===== src/rtl/cpu_pkg.sv =====
// Shared CPU definitions for the front end.
// Holds default datapath widths, the bubble encoding, the fetch FSM state
// type and the opcodes the fetch/decode boundary cares about.
package cpu_pkg;

  localparam int ADDR_W = 32;
  localparam int DATA_W = 32;

  // All-zero word; the decoder treats it as NOP.
  localparam logic [31:0] NOP_INSTR = 32'h0000_0000;

  localparam logic [5:0] OP_J   = 6'b000010;
  localparam logic [5:0] OP_BEQ = 6'b000100;

  typedef enum logic [1:0] {
    S_IDLE  = 2'd0,
    S_FETCH = 2'd1,
    S_DROP  = 2'd2,
    S_HOLD  = 2'd3
  } fetch_state_e;

endpackage


===== src/rtl/if_id_reg.sv =====
// IF/ID pipeline register.
// Ports:
//   clk, rst_n      - system clock, async active-low reset
//   i_load          - capture i_instr / i_pc_plus4 as a valid instruction
//   i_bubble        - replace contents with a NOP bubble (wins over i_load)
//   i_instr         - instruction word to capture
//   i_pc_plus4      - PC+4 of that instruction
//   o_instr         - registered instruction
//   o_pc_plus4      - registered PC+4
//   o_valid         - register holds a real instruction
// With neither i_load nor i_bubble asserted the register holds.
module if_id_reg #(
  parameter int ADDR_W = cpu_pkg::ADDR_W,
  parameter int DATA_W = cpu_pkg::DATA_W
) (
  input  logic              clk,
  input  logic              rst_n,
  input  logic              i_load,
  input  logic              i_bubble,
  input  logic [DATA_W-1:0] i_instr,
  input  logic [ADDR_W-1:0] i_pc_plus4,
  output logic [DATA_W-1:0] o_instr,
  output logic [ADDR_W-1:0] o_pc_plus4,
  output logic              o_valid
);
  import cpu_pkg::*;

  logic [DATA_W-1:0] r_instr;
  logic [ADDR_W-1:0] r_pc_plus4;
  logic              r_valid;

  // A bubble keeps pc_plus4 so a later jump still sees a sensible region.
  always_ff @(posedge clk or negedge rst_n) begin
    if (!rst_n) begin
      r_instr    <= '0;
      r_pc_plus4 <= '0;
      r_valid    <= 1'b0;
    end else if (i_bubble) begin
      r_instr <= DATA_W'(NOP_INSTR);
      r_valid <= 1'b0;
    end else if (i_load) begin
      r_instr    <= i_instr;
      r_pc_plus4 <= i_pc_plus4;
      r_valid    <= 1'b1;
    end
  end

  assign o_instr    = r_instr;
  assign o_pc_plus4 = r_pc_plus4;
  assign o_valid    = r_valid;

endmodule


===== src/rtl/fetch_unit.sv =====
// Instruction-fetch stage with IF/ID register.
// Owns the PC, issues req/ready fetches to instruction memory and hands the
// returned word to the decoder through if_id_reg.
// Ports:
//   clk, rst_n                       - clock, async active-low reset
//   imem_req_out / imem_addr_out     - fetch request and word address
//   imem_ready_in / imem_rdata_in    - memory accept strobe and data
//   stall_in, flush_in               - hazard hold / IF/ID bubble
//   branch_taken_in/branch_target_in - branch redirect (priority)
//   jump_in / jump_index_in          - J-type redirect
//   instr_out, pc_plus4_out, valid_out - IF/ID contents
//   op_out, func_out                 - decoder field slices of instr_out
//
// state   | meaning
// S_IDLE  | one cycle after reset, memory responses ignored
// S_FETCH | request at pc outstanding, accept on ready
// S_DROP  | redirect seen while waiting; discard old response
// S_HOLD  | stalled with a fetched word parked in the skid buffer
module fetch_unit #(
  parameter logic [31:0] RESET_PC = 32'h0000_0000,
  parameter int          ADDR_W   = cpu_pkg::ADDR_W,
  parameter int          DATA_W   = cpu_pkg::DATA_W
) (
  input  logic              clk,
  input  logic              rst_n,
  output logic              imem_req_out,
  output logic [ADDR_W-1:0] imem_addr_out,
  input  logic              imem_ready_in,
  input  logic [DATA_W-1:0] imem_rdata_in,
  input  logic              stall_in,
  input  logic              flush_in,
  input  logic              branch_taken_in,
  input  logic [ADDR_W-1:0] branch_target_in,
  input  logic              jump_in,
  input  logic [25:0]       jump_index_in,
  output logic [DATA_W-1:0] instr_out,
  output logic [ADDR_W-1:0] pc_plus4_out,
  output logic              valid_out,
  output logic [5:0]        op_out,
  output logic [5:0]        func_out
);
  import cpu_pkg::*;

  fetch_state_e      r_state, w_state_nxt;
  logic [ADDR_W-1:0] r_pc, w_pc_nxt;
  logic [ADDR_W-1:0] r_pc_redirect, w_redir_nxt;
  logic [DATA_W-1:0] r_skid_instr;
  logic [ADDR_W-1:0] r_skid_pc4;

  logic              w_skid_we;
  logic              w_load;
  logic              w_bubble;
  logic              w_req;
  logic [DATA_W-1:0] w_load_instr;
  logic [ADDR_W-1:0] w_load_pc4;
  logic [ADDR_W-1:0] w_pc_inc;
  logic [ADDR_W-1:0] w_pc4_ifid;
  logic              w_redirect;
  logic [ADDR_W-1:0] w_target;
  logic [ADDR_W-1:0] w_br_target;
  logic [ADDR_W-1:0] w_j_target;

  assign w_pc_inc    = r_pc + ADDR_W'(4);
  assign w_br_target = branch_target_in & ~ADDR_W'(3);
  // The jump sits in IF/ID, so its region comes from the IF/ID PC+4.
  assign w_j_target  = {w_pc4_ifid[ADDR_W-1:28], jump_index_in, 2'b00};
  assign w_redirect  = branch_taken_in | jump_in;
  // Branch is the older instruction, so it wins over a same-cycle jump.
  assign w_target    = branch_taken_in ? w_br_target : w_j_target;

  always_ff @(posedge clk or negedge rst_n) begin
    if (!rst_n) begin
      r_state       <= S_IDLE;
      r_pc          <= ADDR_W'(RESET_PC);
      r_pc_redirect <= ADDR_W'(RESET_PC);
      r_skid_instr  <= '0;
      r_skid_pc4    <= '0;
    end else begin
      r_state       <= w_state_nxt;
      r_pc          <= w_pc_nxt;
      r_pc_redirect <= w_redir_nxt;
      if (w_skid_we) begin
        r_skid_instr <= imem_rdata_in;
        r_skid_pc4   <= w_pc_inc;
      end
    end
  end

  always_comb begin
    w_state_nxt  = r_state;
    w_pc_nxt     = r_pc;
    w_redir_nxt  = r_pc_redirect;
    w_skid_we    = 1'b0;
    w_load       = 1'b0;
    w_bubble     = 1'b0;
    w_req        = 1'b0;
    w_load_instr = imem_rdata_in;
    w_load_pc4   = w_pc_inc;
    unique case (r_state)
      S_IDLE: begin
        w_state_nxt = S_FETCH;
      end
      S_FETCH: begin
        w_req = 1'b1;
        if (w_redirect) begin
          w_bubble = 1'b1;
          if (imem_ready_in) begin
            w_pc_nxt = w_target;
          end else begin
            w_redir_nxt = w_target;
            w_state_nxt = S_DROP;
          end
        end else if (stall_in) begin
          w_bubble = flush_in;
          if (imem_ready_in) begin
            w_skid_we   = 1'b1;
            w_pc_nxt    = w_pc_inc;
            w_state_nxt = S_HOLD;
          end
        end else if (imem_ready_in) begin
          w_pc_nxt = w_pc_inc;
          w_bubble = flush_in;
          w_load   = 1'b1;
        end else begin
          // Nothing arrived this cycle; downstream must not re-see the old word.
          w_bubble = 1'b1;
        end
      end
      S_DROP: begin
        w_req    = 1'b1;
        w_bubble = 1'b1;
        if (w_redirect) begin
          w_redir_nxt = w_target;
        end
        if (imem_ready_in) begin
          w_pc_nxt    = w_redirect ? w_target : r_pc_redirect;
          w_state_nxt = S_FETCH;
        end
      end
      S_HOLD: begin
        if (w_redirect) begin
          w_bubble    = 1'b1;
          w_pc_nxt    = w_target;
          w_state_nxt = S_FETCH;
        end else if (!stall_in) begin
          w_bubble     = flush_in;
          w_load       = 1'b1;
          w_load_instr = r_skid_instr;
          w_load_pc4   = r_skid_pc4;
          w_state_nxt  = S_FETCH;
        end else begin
          w_bubble = flush_in;
        end
      end
      default: begin
        w_state_nxt = S_IDLE;
      end
    endcase
  end

  if_id_reg #(
    .ADDR_W (ADDR_W),
    .DATA_W (DATA_W)
  ) u_if_id (
    .clk        (clk),
    .rst_n      (rst_n),
    .i_load     (w_load),
    .i_bubble   (w_bubble),
    .i_instr    (w_load_instr),
    .i_pc_plus4 (w_load_pc4),
    .o_instr    (instr_out),
    .o_pc_plus4 (w_pc4_ifid),
    .o_valid    (valid_out)
  );

  assign pc_plus4_out  = w_pc4_ifid;
  assign imem_req_out  = w_req;
  assign imem_addr_out = r_pc;
  assign op_out        = instr_out[31:26];
  assign func_out      = instr_out[5:0];

endmodule


===== config.mk =====
export PLATFORM = sky130hd
export DESIGN_NAME = fetch_unit
export DESIGN_NICKNAME = d
export VERILOG_FILES = /design/src/rtl/cpu_pkg.sv /design/src/rtl/if_id_reg.sv /design/src/rtl/fetch_unit.sv
export SDC_FILE = /design/constraint.sdc
export NUM_CORES = 1
export LEC_CHECK = 0
export BUFFER_PORTS_ARGS = -buffer_cell sky130_fd_sc_hd__buf_4
export CORE_UTILIZATION = 50
export DETAILED_ROUTE_END_ITERATION = 16
export MAX_ROUTING_LAYER = met4
export PLACE_DENSITY = 0.74
export RECOVER_POWER = 25
export SLEW_MARGIN = 25
export SYNTH_ARGS = -nofsm -noshare
export SYNTH_HDL_FRONTEND = slang
export SYNTH_SLANG_ARGS = --single-unit

===== constraint.sdc =====
create_clock -name clk -period 3.53 [get_ports clk]
set_clock_uncertainty 0.15 [all_clocks]
set_input_delay 0.353 -clock clk [delete_from_list [all_inputs] [get_ports clk]]
set_output_delay 0.353 -clock clk [all_outputs]
set_load 0.01 [all_outputs]

==> Implementation_results.wiki <==
{| class="wikitable"
! Metric !! Value
|-
| Core Footprint || approximately 20000 um2
|-
| Worst flop-to-flop path endpoint || imem_addr_out[12]
|-
| Maximum clock frequency || about 350 MHz
|-
| Global-route wire length before repair || 44970 um
|-
| I/O Pins || 207
|-
| IR drop worst, VDD || about 0.43 mV
|-
| Worst min-delay path endpoint || r_pc_redirect[27]
|-
| Transition time of the tightest slew-check pin || 2.017 ns
|-
| Final hold slack || about 0.043 ns
|-
| Fin Setup TNS || 0 ns
|-
| Root cell of the clock tree || sky130_fd_sc_hd__clkbuf_16
|-
| Number of flops mapped to enable cells by yosys || 0
|-
| Warnings from Yosys || 0
|-
| Power density of the placed cells || about 760 nW/um2
|-
| Filler-free cell count of the finished design || 1596
|-
| Initial core utilization || about 51%
|-
| Count of cells resized by post-cts repair || 0
|-
| Fin crit share || between 70% and 80%
|-
| Aggregate routed wire length || about 28000 um
|-
| Critical-path cell list || inv_1, ha_1, buf_4, nor2_1, nand2_1, o32ai_1, a22o_1
|-
| Die X-Extent || between 100 and 150 um
|-
| Die footprint || ~21000 um2
|-
| RePlAce Congestion || around 0.90
|-
| Clock edge transition at the registers on the reported setup and hold paths || approximately 0.070 ns
|-
| Post-Synthesis Net Count || approximately 1200
|-
| Register share of total power || 40.5%
|-
| Register bit total from synthesis || approximately 200
|-
| Run status || finished, violations left
|-
| Count of port buffers added during placement || around 200
|-
| Estimated wirelength of the detail-placed design || 19630 um
|-
| Cell family with the largest share of critical-path delay || simple AND/OR/NAND/NOR gates
|-
| Internal Dissipation || about 5.7 mW
|-
| Number of buffers between clock root and the deepest sink || 2
|-
| Final setup fails || 0
|-
| Clock buffers created by TritonCTS || 17
|-
| Fraction of final layout cells sized beyond drive strength 1 || 20.14%
|-
| Biggest area consumer among synthesized cells || sky130_fd_sc_hd__dfrtp_1
|-
| Startpoint of the worst hold path || jump_index_in[25]
|-
| Sum of buffers and inverters on the critical path || 2
|-
| Number of cell rows || 51
|-
| Overflow after GRT || 0
|-
| Time the final worst path needs with I/O delays and setup || roughly 2.8 ns
|-
| Worst reg2reg path depth || 7
|-
| Number of levels the H-tree was split into || 4
|-
| P&R area growth vs syn || 23.61%
|-
| Synth top area cells || sky130_fd_sc_hd__dfrtp_1, sky130_fd_sc_hd__nand2_1, sky130_fd_sc_hd__nor2_1
|-
| Synthesized instance count || between 1000 and 1500
|-
| Data required time of the critical path || 3.77 ns
|-
| Share of power burned in the clock network || 20.6%
|-
| Number of endpoints with negative hold slack in the final report || 0
|-
| Synthesized cell area || 10110 um2
|-
| Violated checks || capacitance limit, slew limit
|-
| GRT Overall Usage || roughly 30%
|-
| Comb pwr share || around two fifths
|-
| Unrepaired setup endpoints after global routing || no
|-
| Total instance count after detailed placement || about 1500
|-
| Leakage || 5.732 nW
|-
| Flop2flop setup slack || just over 0.7 ns
|-
| Arrival @ worst endpoint || roughly 3.1 ns
|-
| TritonCTS clock tree || done
|-
| Net switching power of the design || approximately 3.8 mW
|-
| Worst reg2reg path startpoint || r_state[0]
|-
| TritonCTS Sinks || just under 200
|-
| Sort of element at the end of the critical path || flop
|-
| DR vias || 9076
|-
| Fraction of power spent switching nets || 40.23%
|-
| Kind of path behind the tightest hold check || in -> reg
|-
| Cell at the slowest stage of the critical path || sky130_fd_sc_hd__nand2_1
|-
| Number of remaining DRC errors || 0
|-
| Die height || 144.2 um
|-
| Maximum fanout along the worst path || 14
|-
| Critical path type || reg -> reg
|-
| Avg WL per Cell || about 18 um
|-
| Nets || about 1400
|-
| ANT cells || 0
|-
| Number of iterations in the first detailed-routing pass || 5
|-
| Worst hold path cell count || 3
|-
| Post-synth ARST share || between 90% and 100%
|-
| Final Slew Violations || 86
|-
| Antenna violations before repair || 0
|-
| Top flip-flop cell by instance count after synthesis || sky130_fd_sc_hd__dfrtp_1
|-
| Routed vias/inst || about 5.7
|-
| Number of antenna-violating nets in the routed design || 0
|-
| Post-synth cell types || 70
|-
| MaxCap Viol Count || 1
|-
| Type of element launching the critical path || flop
|-
| Critical path's largest stage delay || approximately 0.48 ns
|-
| DR iter-0 viols || 724
|-
| Vias in the first global route || 8513
|-
| Maximum number of pins on one net before global-route repair || 86
|-
| Fraction of synthesized cell area taken by the top area cell type || 48.26%
|-
| Skew-Pair Late Insertion Delay || ~0.45 ns
|-
| Fraction of the yosys area taken by sequential cells || 48.26%
|-
| Tightest slew margin relative to the limit || -34.44%
|-
| Avg Synthesized Cell Area || ~9 um2
|}
-- worst max path at each step --
stage | slack (ns) | from | cells past startpoint | to
after floorplan | 1.37 | r_state[0] | 7 | imem_addr_out[17]
after global placement | 0.87 | r_state[0] | 7 | imem_addr_out[12]
after detailed placement | 0.78 | r_state[0] | 7 | imem_addr_out[12]
after CTS | 0.75 | r_state[0] | 7 | imem_addr_out[12]
after global routing | 0.47 | rst_n | 3 | u_if_id.o_pc_plus4[26]
final | 0.71 | r_state[0] | 7 | imem_addr_out[12]
-- cells in the mapped netlist (18+ instances only) --
cell type / number
sky130_fd_sc_hd__dfrtp_1: 195
sky130_fd_sc_hd__buf_2: 21
sky130_fd_sc_hd__nor2_1: 102
sky130_fd_sc_hd__a21oi_1: 56
sky130_fd_sc_hd__a311oi_1: 33
sky130_fd_sc_hd__mux2_2: 18
sky130_fd_sc_hd__nand2_1: 273
sky130_fd_sc_hd__o21ai_0: 55
sky130_fd_sc_hd__nand3_1: 37
sky130_fd_sc_hd__clkbuf_1: 48
sky130_fd_sc_hd__mux2i_1: 23
sky130_fd_sc_hd__buf_4: 20
-- stage by stage --
stage                     instance area, um2  total power [mW]  worst slack (ns)  utilization (%)
after floorplan                        10110             6.011             1.369                -
after global placement                 11750             7.450            0.8706            59.80
after detailed placement               11750             7.576            0.7828            59.80
after CTS                              12670             9.569            0.7461            64.48
after global routing                   12500             10.04            0.4729            63.59
final                                  12500             9.459            0.7092            63.59
-- what timing repair did --
item | in CTS | in global routing
endpoints found under the hold margin | 113 | 0
hold buffers | 33 | 0
setup buffers | 0 | 0
-- tightest hold or removal path, delay by kind of cell --
| family | cells | cell delay [ns] |
|---|---|---|
| compound gates | 1 | 0.08 |
| buf+inv | 1 | 0.11 |
| simple gates | 1 | 0.06 |
-- metal layers --
metal	track usage [%]	up-vias	share of wire (%)
li1	-	4328	-
met1	37.89	4282	43
met2	45.64	406	47
met3	5.232	60	7.7
met4	10.86	0	2.7
met5	-	-	0
-- cell type report --
cell class / count / area [um2]
Timing Repair Buffer: 265 / 1942
Tap cell: 265 / 331.6
Clock inverter: 14 / 148.9
Clock buffer: 18 / 439.2
Multi-Input combinational cell: 826 / 4708
Sequential cell: 195 / 4880
Fill cell: 1683 / 7156
Inverter: 13 / 48.80
-- power groups by stage --
stage | sequential [mW] | combinational [mW] | clock [mW]
final | 3.83 | 3.68 | 1.95
after global routing | 3.94 | 4.05 | 2.05
after CTS | 3.82 | 3.78 | 1.97
after detailed placement | 3.85 | 3.72 | 0
after global placement | 3.82 | 3.63 | 0
after floorplan | 3.80 | 2.21 | 0
-- registers in the layout, indices dropped and copies added, names as in the netlist --
signal / cells
r_state: 2
u_if_id.o_pc_plus4: 32
imem_addr_out: 32
r_pc_redirect: 32
r_skid_pc4: 32
u_if_id.o_valid: 1
u_if_id.o_instr: 32
r_skid_instr: 32
-- kinds of logic after synthesis --
| kind of cell | count (synthesis) | synth area share [%] |
|---|---|---|
| AO/OA/AOI/OAI | 258 | 17.70 |
| adder cells (fa/ha/maj) | 5 | 0.6187 |
| flip-flops | 195 | 48.26 |
| XOR/XNOR | 25 | 2.166 |
| buffers and inverters | 114 | 5.457 |
| AND/OR/NAND/NOR | 497 | 21.52 |
| multiplexers | 41 | 4.282 |
-- cell usage in the layout, fill, tap and decap left out, types with 6 or more instances in the layout --
cell,Yosys,layout
sky130_fd_sc_hd__o21a_1,8,8
sky130_fd_sc_hd__nand3_1,37,37
sky130_fd_sc_hd__nand4_1,6,6
sky130_fd_sc_hd__mux2_2,18,18
sky130_fd_sc_hd__nor2b_1,7,6
sky130_fd_sc_hd__xor2_1,13,13
sky130_fd_sc_hd__nand2b_1,10,9
sky130_fd_sc_hd__a31oi_1,13,13
sky130_fd_sc_hd__a21oi_1,56,56
sky130_fd_sc_hd__dfrtp_1,195,195
sky130_fd_sc_hd__o211ai_1,8,8
sky130_fd_sc_hd__nor3_1,17,15
sky130_fd_sc_hd__o21ai_0,55,55
sky130_fd_sc_hd__nor4_1,6,6
sky130_fd_sc_hd__buf_4,20,184
sky130_fd_sc_hd__dlygate4sd3_1,0,33
sky130_fd_sc_hd__and3_1,9,9
sky130_fd_sc_hd__o31a_1,6,6
sky130_fd_sc_hd__clkbuf_1,48,44
sky130_fd_sc_hd__clkbuf_16,0,17
sky130_fd_sc_hd__nand2_1,273,273
sky130_fd_sc_hd__a22oi_1,11,11
sky130_fd_sc_hd__nor2_1,102,101
sky130_fd_sc_hd__xnor2_1,12,12
sky130_fd_sc_hd__o22ai_1,6,6
sky130_fd_sc_hd__inv_1,13,13
sky130_fd_sc_hd__o211ai_2,10,10
sky130_fd_sc_hd__a221oi_1,9,9
sky130_fd_sc_hd__mux2i_1,23,23
sky130_fd_sc_hd__a311oi_1,33,33
No activity file was read; power rests on OpenSTA's default activity.
